--- config.mk ---
export PLATFORM = sky130hd
export DESIGN_NAME = nios2_oci_dct_sequencer
export DESIGN_NICKNAME = d
export VERILOG_FILES = /design/src/rtl/nios2_oci_dct_pkg.sv /design/src/rtl/nios2_oci_dct_timeout.sv /design/src/rtl/nios2_oci_dct_sequencer.sv
export SDC_FILE = /design/constraint.sdc
export NUM_CORES = 1
export LEC_CHECK = 0
export ABC_AREA = 0
export CORE_MARGIN = 3
export CORE_UTILIZATION = 47
export DETAILED_ROUTE_END_ITERATION = 8
export GPL_TIMING_DRIVEN = 0
export PLACE_DENSITY = 0.9
export SYNTH_ARGS = -nofsm -noshare
export SYNTH_HDL_FRONTEND = slang
export SYNTH_SLANG_ARGS = --single-unit
--- constraint.sdc ---
create_clock -name clk -period 3.1 [get_ports clk]
set_input_delay 0.465 -clock clk [delete_from_list [all_inputs] [get_ports clk]]
set_output_delay 0.465 -clock clk [all_outputs]
set_load 0.01 [all_outputs]
--- src/rtl/nios2_oci_dct_pkg.sv ---
// Shared types and constants for the OCI trace-fragment packing sequencer.
package nios2_oci_dct_pkg;

    localparam int FRAG_W = 3;
    localparam int SLOTS  = 10;
    localparam int BUF_W  = FRAG_W * SLOTS;
    localparam int CNT_W  = 4;

    localparam logic [1:0] TAG_FULL    = 2'b01;
    localparam logic [1:0] TAG_PARTIAL = 2'b10;

    typedef enum logic [1:0] {
        FILL  = 2'b00,
        EMIT  = 2'b01,
        ENDED = 2'b10
    } state_t;

endpackage

--- src/rtl/nios2_oci_dct_timeout.sv ---
// Idle counter: flags a partially filled buffer that has waited TIMEOUT_CYCLES-1 cycles.
module nios2_oci_dct_timeout #(
    parameter int TIMEOUT_CYCLES = 64
) (
    input  logic clk,
    input  logic reset_n,
    input  logic clear,
    input  logic enable,
    output logic expired
);

    logic [7:0] count_q;

    assign expired = (count_q == 8'(TIMEOUT_CYCLES - 1));

    // NOTE: sequential state is written only with non-blocking assignments so
    // every flop samples pre-edge values regardless of block ordering.
    always_ff @(posedge clk or negedge reset_n) begin
        if (!reset_n) begin
            count_q <= '0;
        end else if (clear) begin
            count_q <= '0;
        end else if (enable && !expired) begin
            count_q <= count_q + 8'd1;
        end
    end

endmodule

--- src/rtl/nios2_oci_dct_sequencer.sv ---
// Packs 3-bit trace fragments into 30-bit words, emitting on full, idle timeout or test end.
module nios2_oci_dct_sequencer
    import nios2_oci_dct_pkg::*;
#(
    parameter int TIMEOUT_CYCLES = 64
) (
    input  logic              clk,
    input  logic              reset_n,
    input  logic              frag_valid,
    input  logic [FRAG_W-1:0] frag_data,
    output logic              frag_ready,
    output logic              tw_valid,
    input  logic              tw_ready,
    output logic [35:0]       tw_data,
    output logic [BUF_W-1:0]  dct_buffer,
    output logic [CNT_W-1:0]  dct_count,
    input  logic              test_ending,
    output logic              test_has_ended
);

    state_t             state_q, state_d;
    logic [BUF_W-1:0]   buffer_d;
    logic [CNT_W-1:0]   count_d;
    logic [1:0]         tag_q, tag_d;
    logic               ending_q;
    logic               accept;
    logic               expired;

    assign frag_ready     = (state_q == FILL) && !ending_q;
    assign accept         = frag_valid && frag_ready;
    assign tw_valid       = (state_q == EMIT);
    assign test_has_ended = (state_q == ENDED);
    assign tw_data        = tw_valid ? {tag_q, dct_count, dct_buffer} : '0;

    nios2_oci_dct_timeout #(
        .TIMEOUT_CYCLES (TIMEOUT_CYCLES)
    ) u_timeout (
        .clk     (clk),
        .reset_n (reset_n),
        .clear   (accept || (dct_count == '0) || (state_q != FILL)),
        .enable  ((state_q == FILL) && !accept),
        .expired (expired)
    );

    always_ff @(posedge clk or negedge reset_n) begin
        if (!reset_n) begin
            state_q    <= FILL;
            dct_buffer <= '0;
            dct_count  <= '0;
            tag_q      <= '0;
            ending_q   <= 1'b0;
        end else begin
            state_q    <= state_d;
            dct_buffer <= buffer_d;
            dct_count  <= count_d;
            tag_q      <= tag_d;
            if (test_ending) begin
                ending_q <= 1'b1;
            end
        end
    end

    // NOTE: every output of this block is given a default first, so no path
    // through the case can leave a variable unassigned and infer a latch.
    always_comb begin
        state_d  = state_q;
        buffer_d = dct_buffer;
        count_d  = dct_count;
        tag_d    = tag_q;
        unique case (state_q)
            FILL: begin
                // A fresh fragment wins over ending and timeout; full beats timeout.
                if (accept) begin
                    buffer_d[FRAG_W*int'(dct_count) +: FRAG_W] = frag_data;
                    count_d = dct_count + 4'd1;
                    if (count_d == CNT_W'(SLOTS)) begin
                        state_d = EMIT;
                        tag_d   = TAG_FULL;
                    end
                end else if (ending_q) begin
                    if (dct_count != '0) begin
                        state_d = EMIT;
                        tag_d   = TAG_PARTIAL;
                    end else begin
                        state_d = ENDED;
                    end
                end else if (expired) begin
                    state_d = EMIT;
                    tag_d   = TAG_PARTIAL;
                end
            end
            EMIT: begin
                if (tw_ready) begin
                    buffer_d = '0;
                    count_d  = '0;
                    tag_d    = '0;
                    state_d  = ending_q ? ENDED : FILL;
                end
            end
            ENDED: begin
                state_d = ENDED;
            end
            default: begin
                state_d = FILL;
            end
        endcase
    end

endmodule

Word-level counts from Yosys, hierarchy flattened --
Index checks and enable logic that the tools add are counted.
Operators by class: multipliers 1, bitwise logic cells 0, mux-type cells 24, reduce and logical (&&, ||, !) cells 18, eq/ne operators 9, add/subtract/negate cells 3, magnitude comparators 0, shifts and indexed selects 2, div/mod/pow operators 0
Operator list (number):
- 2-to-1 mux 30 bit | 2
- case mux 30 bit (2 select lines) | 1
- 2-to-1 mux 36 bit | 1
- negator 6 -> 33 bit | 1
- variable shift 3 x 33 -> 30 bit, first input constant | 1
- variable part select 3 x 33 -> 30 bit | 1
- bitwise mux 30 bit | 1
- 2-to-1 mux 2 bit | 12
- 2-to-1 mux 8 bit | 2
- adder 8 x 1 -> 8 bit, second input constant | 1
- == test 8 x 6 -> 1 bit, second input constant | 1
- 2-to-1 mux 4 bit | 2
- inequality test 4 x 3 -> 1 bit, second input constant | 2
- case mux 4 bit (2 select lines) | 1
- multiplier 2 x 4 -> 6 bit, first input constant | 1
- case mux 2 bit (3 select lines) | 1
- AND reduction 3 bit | 2
- nonzero test 2 bit | 3
- AND reduction 5 bit | 1
- adder 4 x 1 -> 4 bit, second input constant | 1
- == test 4 bit, second input constant | 1
- logical AND 1 bit | 4
- logical NOT 4 bit | 1
- case mux 2 bit (2 select lines) | 1
- other kinds (9) | 12
Storage, ports and cells: latch bits 0, memories 0, bits in writable memories 0, bits of input ports 8, bits in read-only memories 0, flip-flop bits (word level) 47, output and inout port bits 73

Logic depth before layout (Yosys ltp) --
word-level depth 8, gate-level depth with buffers 8, mapped depth without buffers 7

Cells and area by module --
From an unflattened synthesis, not the netlist that was laid out.
Second synthesis, totals: cell total of the unflattened synthesis 286, area total of the unflattened synthesis 2696.3 µm²
By module, submodules not included:
- nios2_oci_dct_sequencer | instances 1, sequential area each 975.9 µm², cells an instance 241, area an instance 2219.6 µm²
- nios2_oci_dct_timeout | instances 1, sequential area each 200.2 µm², cells an instance 45, area an instance 476.7 µm²

Worst setup path before layout --
OpenSTA, ideal clock, no wires.
kind register to register, start register dct_count[0], end register dct_buffer[3], stages on the path, launching flop included 8, slack 0.845 ns, data arrival time 2.134 ns, cell sequence dfrtp_1 inv_1 ha_1 or2_2 o21ai_1 a21oi_2 or2_1 a32o_1
Between the ends: longest elaborated chain between the ends 6
RTL lines:
- from (decl) | line nios2_oci_dct_sequencer.sv:16 | output logic [CNT_W-1:0] dct_count,
- from (signal assigned) | line nios2_oci_dct_sequencer.sv:55 | dct_count <= count_d;
- multiplier 2 x 4 -> 6 bit (*) | line nios2_oci_dct_sequencer.sv:74 | buffer_d[FRAG_W*int'(dct_count) +: FRAG_W] = frag_data;
- negator 6 -> 33 bit (*) | line nios2_oci_dct_sequencer.sv:74
- variable part select 3 x 33 -> 30 bit or variable shift 3 x 33 -> 30 bit (tied branches) | line nios2_oci_dct_sequencer.sv:74
- bitwise mux 30 bit (*) | line nios2_oci_dct_sequencer.sv:74
- 2-to-1 mux 30 bit (*) | line nios2_oci_dct_sequencer.sv:73 | if (accept) begin
- case mux 30 bit (2 select lines) (*) | line nios2_oci_dct_sequencer.sv:70 | unique case (state_q)
- to (signal assigned) | line nios2_oci_dct_sequencer.sv:54 | dct_buffer <= buffer_d;
- to (decl) | line nios2_oci_dct_sequencer.sv:15 | output logic [BUF_W-1:0] dct_buffer,
Mark *: on every way between the ends. The rest lies on a longest branch, timed or not. The select of a mux whose other input is x is not followed. A chain may end at the register's enable or synchronous reset.

Worst setup path after layout --
start register state_q[1], end output port tw_data[17]
Between the ends: longest elaborated chain between the ends 2
RTL lines:
- from (decl) | line nios2_oci_dct_sequencer.sv:21 | state_t state_q, state_d;
- from (signal assigned) | line nios2_oci_dct_sequencer.sv:53 | state_q <= state_d;
- == test 2 x 1 -> 1 bit | line nios2_oci_dct_sequencer.sv:31 | assign tw_valid = (state_q == EMIT);
- 2-to-1 mux 36 bit | line nios2_oci_dct_sequencer.sv:33 | assign tw_data = tw_valid ? {tag_q, dct_count, dct_buffer} : '0;
- to (decl) | line nios2_oci_dct_sequencer.sv:14 | output logic [35:0] tw_data,
Every way passes these cells.

==> impl_metrics.yaml <==
cells_and_area:
  antennaDiodeCount: 0
  layout.cells.most_common: "sky130_fd_sc_hd__clkdlybuf4s50_1"
  finalNonFillerCells: 440
  area.growth.synth_to_final_pct: 38.32
  num-nets-final: 384
  layout-drive-gt1-share: 0.08108
  fillers: 409
  layout_common_cells: "79 x sky130_fd_sc_hd__clkdlybuf4s50_1, 47 x sky130_fd_sc_hd__dfrtp_1, 35 x sky130_fd_sc_hd__and2_1, 34 x sky130_fd_sc_hd__nand2_1, 17 x sky130_fd_sc_hd__nor2_1"
clock_tree:
  clock_sink_count: 47
  cts.hold.buffers_added: 0
  tritoncts_buffer_count: 5
  path_clk_slew_ns: 0.09
  max-clock-path-buffers: 2
  cts.htree.levels: 2
  tritoncts_clock_tree: "yes"
  clock_insertion_delay_worst_skew_ns: 0.31
  cts_root_buf: "sky130_fd_sc_hd__clkbuf_8"
setup_path:
  required_ns: 2.63
  cpMostUsedCell: "sky130_fd_sc_hd__clkbuf_1"
  worst_ep_arrival_time_ns: 2.49
  critical_path.slowest_cell: "sky130_fd_sc_hd__clkdlybuf4s50_1"
  end_kind: "primary output"
  cp.buffers_inverters: 5
  slowest_delay_ns: 0.54
  setup.worst_path.class: "register to primary output"
  cp_cell_sequence: "buf_6 > nand2b_1 > clkbuf_1 > inv_2 > clkbuf_1 > and2_1 > clkdlybuf4s50_1"
  cp_top_family: "buffers and inverters"
  worst-path-max-fanout: 10
  worst_setup_path_start_kind: "register"
power_and_ir_drop:
  seq_power_share: 0.404
  ir_worst_vdd_v: 0.0003222
  p_sw_mw: 0.6363
  switching_share: 0.3550
  power_leakage_nw: 1.458
  power.internal_mw: 1.156
  combPwrFrac: 0.337
  power.density_cell_area_nw_per_um2: 486.9
  share_clk_of_total_power: 0.259
global_routing:
  grt_start_max_net_pins: 31
  antenna_found_initial: 0
  grt_first_pass_wirelength_um: 11570
  grt_remaining_overflow: 0
  via_count_of_the_first_global_routing_pass: 2406
  grt_usage: 0.2281
die:
  die_h_um: 81.25
  design.die.area_um2: 6602
  die_w_um: 81.25
  design.portCount: 81
  fp.coreArea_um2: 5303
  initial_core_util: 0.5019
  row_count: 26
sta:
  timing.final.crit_period_ns: 2.959
  slew_viol_final: 0
  hold-worst-slack_ns: 0.09613
  report.final.hold_viol_count: 0
  layout_worst_path_cycle_share: 0.9545
  totalNegativeSetupSlack_ns: 0
  fmax_mhz: 337.9
  worst_max_slew_pin_slew_ns: 0.7747
  finalSetupViolCount: 0
  worst_slew_margin_rel: 0.4824
  finalClockSkew_ns: 0.005969
  grt_setup_unrepaired: "false"
routing:
  drc: 0
  wl_per_cell_um: 15.96
  vias_per_cell: 5.630
  finalWirelength_um: 7022
  detailedRoute.firstIterationViolations: 117
  antenna_left: 0
  drt_pass1_iterations: 4
  num_vias: 2477
place:
  hpwl_um: 5389
  place.gp.congestion: 0.8948
  number_of_cells_in_the_design_after_placement: 432
  io_buffer_count: 80
synth:
  yosysUniqueCellTypes: 50
  post_synth_instance_area_um2: 2661
  post_synth_inst_count: 281
  synthesis.area_per_instance_um2: 9.471
  sequential_element_share_of_the_synthesized_area: 0.4419
  synth-edff-count: 0
  postSynthRegisterBits: 47
  synth.net_count: 296
  synth_ff_type: "sky130_fd_sc_hd__dfrtp_1"
  yosys_warnings: 0
  synth-async-reset-ratio: 1.000
outcome:
  outcome: "finished, final reports clean"
run:
  maxCapViolations: 0
hold_path:
  worst_hold_path_type: "primary input to async pin"
-- synthesized netlist by cell type, types with 4 or more instances --
library cell / number / area [um2]
sky130_fd_sc_hd__dfrtp_1: 47 / 1176
sky130_fd_sc_hd__and2_1: 35 / 219.0
sky130_fd_sc_hd__nand2_1: 34 / 127.6
sky130_fd_sc_hd__nor2_1: 17 / 63.81
sky130_fd_sc_hd__o21ai_0: 13 / 65.06
sky130_fd_sc_hd__a32o_1: 10 / 100.1
sky130_fd_sc_hd__clkbuf_1: 10 / 37.54
sky130_fd_sc_hd__o22ai_1: 9 / 56.30
sky130_fd_sc_hd__o2bb2ai_1: 8 / 70.07
sky130_fd_sc_hd__a21oi_1: 7 / 35.03
sky130_fd_sc_hd__ha_1: 7 / 87.58
sky130_fd_sc_hd__o211ai_1: 6 / 45.04
sky130_fd_sc_hd__nand3_1: 5 / 25.02
sky130_fd_sc_hd__nor2b_1: 5 / 31.28
sky130_fd_sc_hd__o21ai_1: 5 / 25.02
sky130_fd_sc_hd__or2_2: 5 / 31.28
sky130_fd_sc_hd__xor2_1: 5 / 43.79
sky130_fd_sc_hd__a21o_1: 4 / 30.03
sky130_fd_sc_hd__inv_1: 4 / 15.01
sky130_fd_sc_hd__nand4_1: 4 / 25.02
-- timing repair --
item	4_1_cts	5_1_grt
gates resized for setup	0	2
endpoints found under the setup margin	0	9
setup buffers	0	0
-- path summary, 6_finish.rpt --
check,start,end,slack (ns),depth (start not counted)
max,state_q[1],tw_data[17],0.14,7
min,reset_n,dct_buffer[19],0.1,1
max reg2reg,dct_count[0],dct_buffer[0],0.50,7
min reg2reg,tag_q[1],tag_q[1],0.50,1
max in group asynchronous,reset_n,dct_buffer[0],2.50,2
min in group clk,tag_q[1],tag_q[1],0.50,1
-- through the flow --
| stage | setup WS [ns] | power (mW) | instance area (um2) | utilization |
|---|---|---|---|---|
| after floorplan | 0.8448 | 1.111 | 2661 | - |
| after global routing | 0.01765 | 1.896 | 3681 | 0.6942 |
| after CTS | 0.01529 | 1.791 | 3680 | 0.6940 |
| final | 0.1409 | 1.792 | 3681 | 0.6942 |
| after detailed placement | 0.3624 | 1.324 | 3565 | 0.6723 |
| after global placement | 0.3385 | 1.302 | 3550 | 0.6694 |
-- layout make-up --
| type | count | area (um2) | area share |
|---|---|---|---|
| multi-input combinational | 216 | 1405 | 0.3817 |
| sequential | 47 | 1176 | 0.3195 |
| timing repair buffer | 81 | 815.8 | 0.2216 |
| tap | 70 | 87.58 | 0.02379 |
| clock buffer | 5 | 68.82 | 0.01869 |
| buffer | 13 | 62.56 | 0.01700 |
| clock inverter | 3 | 46.29 | 0.01258 |
| inverter | 5 | 18.77 | 0.005099 |
-- state kept, by name (all words and copies together) (netlist names) --
signal,count
tag_q,2
state_q,2
u_timeout.count_q,8
dct_buffer,30
ending_q,1
dct_count,4
-- power groups by stage --
| stage | Sequential, mW | Clock (mW) | Combinational (mW) |
|---|---|---|---|
| after detailed placement | 0.735 | 0 | 0.589 |
| after floorplan | 0.737 | 0 | 0.375 |
| after global placement | 0.733 | 0 | 0.569 |
| after global routing | 0.732 | 0.500 | 0.665 |
| final | 0.724 | 0.463 | 0.605 |
| after CTS | 0.722 | 0.472 | 0.597 |
-- cells by family (layout without fill, tap and decap cells) --
group | count (synthesis) | after routing | synth area share
AO/OA/AOI/OAI | 72 | 72 | 0.1965
XOR/XNOR | 7 | 7 | 0.02304
adder cells (fa/ha/maj) | 7 | 7 | 0.03291
buffers and inverters | 18 | 107 | 0.03009
flip-flops | 47 | 47 | 0.4419
AND/OR/NAND/NOR | 130 | 130 | 0.2755
-- metal layers --
metal | up-vias | routed length (um) | track usage
met3 | 13 | 527 | 0.04213
li1 | 1182 | - | -
met2 | 110 | 3458 | 0.3842
met5 | - | 0 | 0
met1 | 1172 | 2910 | 0.2904
met4 | 0 | 125 | 0.08784
Note: power is estimated with default switching activity, not from simulation.
